### src/rtl/mem_stage_pkg.sv
// Shared types and constants for the MEM stage with accelerator arbitration.
// FSM state encoding, region codes and the region-to-channel mapping.
package mem_stage_pkg;

    typedef enum logic [2:0] {
        IDLE,
        MEM_ACC,
        MEM_RSP,
        ACC_START,
        ACC_WAIT,
        DONE
    } state_t;

    localparam logic [1:0] REG_MEM   = 2'd0;
    localparam logic [1:0] REG_ACC   = 2'd1;
    localparam logic [1:0] REG_UNMAP = 2'd2;

    localparam logic [2:0] ACC_REGION_TOP = 3'b111;

    // Channels count downward from the top region: 3'b111 is channel 0.
    function automatic logic [2:0] region_to_chan(input logic [2:0] region);
        return ACC_REGION_TOP - region;
    endfunction

endpackage

### src/rtl/mem_stage_region_dec.sv
// Combinational region decoder: accelerator hit vector, channel index and
// region class. Accelerator channels take priority over memory.
module mem_stage_region_dec
    import mem_stage_pkg::*;
#(
    parameter int NUM_ACC = 2
) (
    input  logic [2:0]         i_region,
    input  logic               i_mem_read,
    input  logic               i_mem_write,
    output logic [NUM_ACC-1:0] o_hit,
    output logic [2:0]         o_chan,
    output logic [1:0]         o_region
);

    // Map region to channel, flag the hit and classify the request.
    always_comb begin
        o_chan = region_to_chan(i_region);
        o_hit  = '0;
        for (int i = 0; i < NUM_ACC; i++) begin
            o_hit[i] = (o_chan == 3'(i));
        end
        if (|o_hit) begin
            o_region = REG_ACC;
        end else if (i_mem_read || i_mem_write) begin
            o_region = REG_MEM;
        end else begin
            o_region = REG_UNMAP;
        end
    end

endmodule

### src/rtl/mem_stage_acc_arb.sv
// MEM stage sequencing data memory and accelerator channels, one op at a time.
// Optional accelerator watchdog: define MEM_STAGE_ACC_TIMEOUT_EN.
module mem_stage_acc_arb
    import mem_stage_pkg::*;
#(
    parameter int DATA_W  = 19,
    parameter int ADDR_W  = 19,
    parameter int NUM_ACC = 2,
    parameter int ACC_AW  = 10
`ifdef MEM_STAGE_ACC_TIMEOUT_EN
    ,
    parameter int TIMEOUT_CYC = 1024
`endif
) (
    input  logic               clk,
    input  logic               rst_n,
    input  logic               in_valid,
    output logic               in_ready,
    input  logic [ADDR_W-1:0]  addr,
    input  logic [DATA_W-1:0]  wdata,
    input  logic               mem_read,
    input  logic               mem_write,
    input  logic [DATA_W-1:0]  rs2_data,
    input  logic [DATA_W-1:0]  rd_data,
    output logic               dmem_en,
    output logic               dmem_we,
    output logic [ADDR_W-1:0]  dmem_addr,
    output logic [DATA_W-1:0]  dmem_wdata,
    input  logic [DATA_W-1:0]  dmem_rdata,
    output logic [NUM_ACC-1:0] acc_start,
    output logic [ACC_AW-1:0]  acc_src,
    output logic [ACC_AW-1:0]  acc_dst,
    input  logic [NUM_ACC-1:0] acc_done,
    output logic               out_valid,
    output logic [DATA_W-1:0]  out_data,
    output logic [1:0]         out_region,
`ifdef MEM_STAGE_ACC_TIMEOUT_EN
    output logic               acc_timeout,
`endif
    output logic [NUM_ACC-1:0] acc_busy
);

    state_t               r_state;
    logic                 r_in_ready;
    logic                 r_is_load;
    logic                 r_dmem_en;
    logic                 r_dmem_we;
    logic [ADDR_W-1:0]    r_dmem_addr;
    logic [DATA_W-1:0]    r_dmem_wdata;
    logic [NUM_ACC-1:0]   r_acc_start;
    logic [NUM_ACC-1:0]   r_acc_busy;
    logic [ACC_AW-1:0]    r_acc_src;
    logic [ACC_AW-1:0]    r_acc_dst;
    logic                 r_out_valid;
    logic [DATA_W-1:0]    r_out_data;
    logic [1:0]           r_out_region;
`ifdef MEM_STAGE_ACC_TIMEOUT_EN
    logic [31:0]          r_to_cnt;
    logic                 r_acc_timeout;
`endif

    logic [NUM_ACC-1:0]   w_hit;
    logic [2:0]           w_chan;
    logic [1:0]           w_region;
    logic                 w_accept;
    logic                 w_unused;

    mem_stage_region_dec #(
        .NUM_ACC (NUM_ACC)
    ) u_dec (
        .i_region    (addr[ADDR_W-1 -: 3]),
        .i_mem_read  (mem_read),
        .i_mem_write (mem_write),
        .o_hit       (w_hit),
        .o_chan      (w_chan),
        .o_region    (w_region)
    );

    assign w_accept = in_valid && r_in_ready;
    assign w_unused = ^{rs2_data, rd_data, w_chan};

    // Request sequencer: captures the request on acceptance and walks it
    // through its target path; all outputs are registered here.
    always_ff @(posedge clk or negedge rst_n) begin
        if (!rst_n) begin
            r_state      <= IDLE;
            r_in_ready   <= 1'b1;
            r_is_load    <= 1'b0;
            r_dmem_en    <= 1'b0;
            r_dmem_we    <= 1'b0;
            r_dmem_addr  <= '0;
            r_dmem_wdata <= '0;
            r_acc_start  <= '0;
            r_acc_busy   <= '0;
            r_acc_src    <= '0;
            r_acc_dst    <= '0;
            r_out_valid  <= 1'b0;
            r_out_data   <= '0;
            r_out_region <= '0;
`ifdef MEM_STAGE_ACC_TIMEOUT_EN
            r_to_cnt      <= '0;
            r_acc_timeout <= 1'b0;
`endif
        end else begin
            r_dmem_en   <= 1'b0;
            r_dmem_we   <= 1'b0;
            r_acc_start <= '0;
            r_out_valid <= 1'b0;
            unique case (r_state)
                IDLE: begin
                    if (w_accept) begin
                        r_in_ready   <= 1'b0;
                        r_out_data   <= '0;
                        r_out_region <= w_region;
                        if (w_region == REG_ACC) begin
                            r_state     <= ACC_START;
                            r_acc_start <= w_hit;
                            r_acc_busy  <= w_hit;
                            r_acc_src   <= rs2_data[ACC_AW-1:0];
                            r_acc_dst   <= rd_data[ACC_AW-1:0];
                        end else if (w_region == REG_MEM) begin
                            r_state      <= MEM_ACC;
                            r_dmem_en    <= 1'b1;
                            r_dmem_we    <= mem_write;
                            r_dmem_addr  <= addr;
                            r_dmem_wdata <= wdata;
                            r_is_load    <= mem_read && !mem_write;
                        end else begin
                            r_state     <= DONE;
                            r_out_valid <= 1'b1;
                        end
                    end
                end
                MEM_ACC: begin
                    r_state <= MEM_RSP;
                end
                MEM_RSP: begin
                    if (r_is_load) begin
                        r_out_data <= dmem_rdata;
                    end
                    r_state     <= DONE;
                    r_out_valid <= 1'b1;
                end
                ACC_START: begin
                    r_state <= ACC_WAIT;
`ifdef MEM_STAGE_ACC_TIMEOUT_EN
                    r_to_cnt <= '0;
`endif
                end
                ACC_WAIT: begin
                    if (|(acc_done & r_acc_busy)) begin
                        r_acc_busy  <= '0;
                        r_state     <= DONE;
                        r_out_valid <= 1'b1;
                    end
`ifdef MEM_STAGE_ACC_TIMEOUT_EN
                    else if (r_to_cnt == 32'(TIMEOUT_CYC - 1)) begin
                        r_acc_busy    <= '0;
                        r_state       <= DONE;
                        r_out_valid   <= 1'b1;
                        r_out_data    <= '1;
                        r_acc_timeout <= 1'b1;
                    end else begin
                        r_to_cnt <= r_to_cnt + 32'd1;
                    end
`endif
                end
                DONE: begin
                    r_state    <= IDLE;
                    r_in_ready <= 1'b1;
                end
                default: begin
                    r_state    <= IDLE;
                    r_in_ready <= 1'b1;
                end
            endcase
        end
    end

    assign in_ready   = r_in_ready;
    assign dmem_en    = r_dmem_en;
    assign dmem_we    = r_dmem_we;
    assign dmem_addr  = r_dmem_addr;
    assign dmem_wdata = r_dmem_wdata;
    assign acc_start  = r_acc_start;
    assign acc_busy   = r_acc_busy;
    assign acc_src    = r_acc_src;
    assign acc_dst    = r_acc_dst;
    assign out_valid  = r_out_valid;
    assign out_data   = r_out_data;
    assign out_region = r_out_region;
`ifdef MEM_STAGE_ACC_TIMEOUT_EN
    assign acc_timeout = r_acc_timeout;
`endif

endmodule

### config.mk
export PLATFORM = sky130hd
export DESIGN_NAME = mem_stage_acc_arb
export DESIGN_NICKNAME = d
export VERILOG_FILES = /design/src/rtl/mem_stage_pkg.sv /design/src/rtl/mem_stage_region_dec.sv /design/src/rtl/mem_stage_acc_arb.sv
export SDC_FILE = /design/constraint.sdc
export NUM_CORES = 1
export LEC_CHECK = 0
export CAP_MARGIN = 25
export CORE_MARGIN = 3
export CORE_UTILIZATION = 40
export CTS_BUF_LIST = sky130_fd_sc_hd__clkbuf_16
export DETAILED_ROUTE_END_ITERATION = 12
export GPL_TIMING_DRIVEN = 0
export PLACE_DENSITY_LB_ADDON = 0.1
export SYNTH_ARGS = -nofsm -noshare
export SYNTH_HDL_FRONTEND = slang
export SYNTH_SLANG_ARGS = --single-unit
### constraint.sdc
create_clock -name clk -period 2.2 [get_ports clk]
set_clock_uncertainty 0.1 [all_clocks]
set_input_delay 0.44 -clock clk [delete_from_list [all_inputs] [get_ports clk]]
set_output_delay 0.44 -clock clk [all_outputs]
set_load 0.01 [all_outputs]
==> summary.txt <==
Critical path
  • Worst Path Required: between 2 and 2.5 ns
  • WP data arrival: ~2.2 ns
  • R2r startpoint: r_state[0]
  • Critical path type: reg -> reg
  • Critical Path Sink Type: register
  • Setup crit start kind: register
  • CP startpoint: r_state[0]
  • CP Max Fanout: 10

Logic synthesis
  • Share of the synthesized area in the top cell type: 61.9%
  • Cells after Synth: 260
  • Seq cells post-synth: 91
  • Sequential area share after synthesis: between 60% and 70%
  • Synth area leader: dfrtp_1
  • Synth top area cells: dfrtp_1 62%, mux2_2 11%, mux2_1 6.2%, mux2i_1 5.2%, nand2_1 2.4%
  • Mapped Nets: around 360
  • Netlist cell types: 37
  • Syn_area_per_cell: ~14 µm²
  • Mapped cell area: roughly 3600 µm²
  • Ys Warns: 0

STA
  • Final Hold Vio Count: 0
  • Fmax: between 400 and 500 MHz
  • Unrepaired setup endpoints after global routing: true
  • Tcrit/Tclk final: between 90% and 100%
  • Setup-failing EPs final: 0
  • Slew HR: between 50% and 60%
  • Slew at the pin closest to its max-slew limit: 0.594 ns
  • Final Max Tran Viols: 0
  • Min Tclk post-route: 2.11 ns
  • Fin Hold WS: approximately 0.39 ns

Clock network
  • Longest Clk Path Bufs: 2
  • Cell at the root of the clock tree: clkbuf_16
  • Num CTS Buffers: 9
  • CTS sink cnt: 91
  • CTS tree: yes
  • Worst-path clk slew: 0.06 ns
  • H-Tree Depth: 3
  • Worst-Skew Late Latency: 0.33 ns

Routing
  • First-pass iteration count of the detailed router: 4
  • DR vias/cell: ~4.7
  • Number of remaining DRC errors: 0
  • Iter 0 DRT Violations: 72
  • Avg WL per Cell: between 15 and 20 µm
  • ANT nets after route: 0
  • Routed wire length: 8480 µm
  • DR vias: ~2700

Power
  • Power Density: around 560 nW/µm²
  • Pleak: ~2.9 nW
  • Worst vdd ir: between 0.0004 and 0.0005 V
  • Final Power: about 0.0033 W

Run
  • Max-cap violation count: 0

GRT
  • Total Routing Usage GR: 16.6%
  • GRT Residual Overflow: 0
  • Vias in the first global route: 2752
  • Initial antenna violation count: 0
  • First-pass GRT wire length: 13500 µm
  • Pin count of the biggest net entering global routing: 66

Cells and area
  • Final std cells w/o fill: approximately 560
  • N_diodes: 0
  • Fin area: ~5800 µm²
  • Layout cells sized above 1: ~16%
  • Synth-to-Final Area Change: 59.6%
  • Final net count: approximately 550
  • Final core utilization: between 60% and 70%

Place
  • Gp weighted congestion: roughly 0.8
  • Number of port buffers: 170
  • Hpwl dp: ~6500 µm
  • Placed instance count: approximately 540
  • Post-DP Area: around 5500 µm²

Floorplanning
  • Initial Util: around 42%
  • Top Ports: around 190
  • Die height: ~100 µm
  • Die W: just over 100 µm
  • Die footprint: around 10000 µm²
  • Cell row count: 34
  • Area of the core: 8760 µm²

Min path
  • HP Start: out_region[0]
  • Hold Crit Class: reg -> reg

Run status
  • Status: finished clean
## registers in the layout, indices dropped and copies added, names as in the netlist, 2 cells and up
register,count
out_data,19
acc_src,10
dmem_addr,19
r_state,3
acc_busy,2
out_region,2
dmem_wdata,19
acc_start,2
acc_dst,10
## Yosys cell counts, drive strengths merged
library cell,n
a211oi,1
a21boi,1
a21o,3
a21oi,2
a221oi,1
a22o,1
a22oi,2
a32o,1
and2,1
and3,1
and4,1
buf,11
clkbuf,2
dfrtp,90
dfstp,1
inv,19
mux2,56
mux2i,19
nand2,23
nand2b,1
nand3b,1
nand4,1
nor2,5
nor3,3
nor3b,2
nor4,2
nor4b,1
nor4bb,1
o21ba,2
o21bai,1
o22a,1
o31ai,1
o32a,1
or3,1
## path summary, 6_finish.rpt
check	depth (start not counted)	to	slack [ns]
max	6	dmem_wdata[8]	0.09
min	1	out_region[0]	0.39
max reg2reg	6	dmem_wdata[8]	0.09
min reg2reg	1	out_region[0]	0.39
max in group asynchronous	3	in_ready	0.87
min in group asynchronous	2	out_data[5]	0.47
## layout by cell type (no fill, tap or decap), types with 2 or more instances in the layout
cell type / Yosys / layout
clkbuf_4: 0 / 2
clkinv_2: 0 / 3
buf_4: 1 / 5
clkbuf_16: 0 / 9
mux2i_1: 19 / 19
nor3b_1: 2 / 2
nand2_1: 23 / 23
dfrtp_1: 90 / 90
mux2_2: 36 / 36
nor2_1: 5 / 5
a21oi_1: 2 / 2
nor4_1: 2 / 2
buf_6: 4 / 4
nor3_1: 3 / 3
buf_2: 6 / 4
o21ba_2: 2 / 2
inv_1: 19 / 19
a21o_1: 3 / 3
mux2_1: 20 / 20
a22oi_1: 2 / 2
clkdlybuf4s50_1: 0 / 169
## layer usage
metal	wire length, µm	global-route usage, %	share of wire (%)
met4	82	4.91	0.97
met1	3670	20.8	43
met3	858	6.34	10
met2	3870	27.0	46
met5	0	0	0
## layout make-up
| type | count | area, µm² |
|---|---|---|
| buffer | 13 | 96.3 |
| clock buffer | 9 | 225 |
| clock inverter | 7 | 43.8 |
| fill | 669 | 2960 |
| inverter | 19 | 71.3 |
| multi-input combinational | 137 | 1200 |
| sequential | 91 | 2280 |
| tap | 108 | 135 |
| timing repair buffer | 175 | 1760 |
## cell families (layout without fill, tap and decap cells)
| logic type | Yosys count | count (layout) | share of synthesized area (%) |
|---|---|---|---|
| simple gates | 44 | 44 | 6.43 |
| mux | 75 | 75 | 22.6 |
| flops | 91 | 91 | 62.6 |
| compound gates | 18 | 18 | 3.95 |
| buf+inv | 32 | 223 | 4.44 |
## power breakdown
group | total [W] | internal [W] | leakage [nW] | switching [W]
Clock | 0.00139 | 0.000761 | 0.133 | 0.000625
Combinational | 0.000194 | 0.000136 | 1.56 | 0.0000585
Sequential | 0.00167 | 0.00167 | 1.16 | 0
Total | 0.00325 | 0.00257 | 2.86 | 0.000684
## critical path, stage by stage, from the launching register on
cell and delay (ns):
dfrtp_1 0.37, buf_6 0.14, or3_4 0.41, nor4b_4 0.31, buf_6 0.18, buf_6 0.15
mux2_1 0.33
## what timing repair did
| action | 4_1_cts | 5_1_grt |
|---|---|---|
| hold buffers | 1 | 0 |
| endpoints found under the hold margin | 26 | 0 |
| resized for setup | 0 | 4 |
| buffers inserted | 0 | 3 |
| setup endpoints to repair | 0 | 29 |
## per-stage QoR
step	TNS [ns]	setup WS, ns
floorplan	0	0.188
global placement	-263.51	-2.83
detailed placement	-8.85	-0.294
CTS	0	0.0358
global route	-0.0210	-0.00914
finish	0	0.0891
Power figures use the tool's default switching activity.
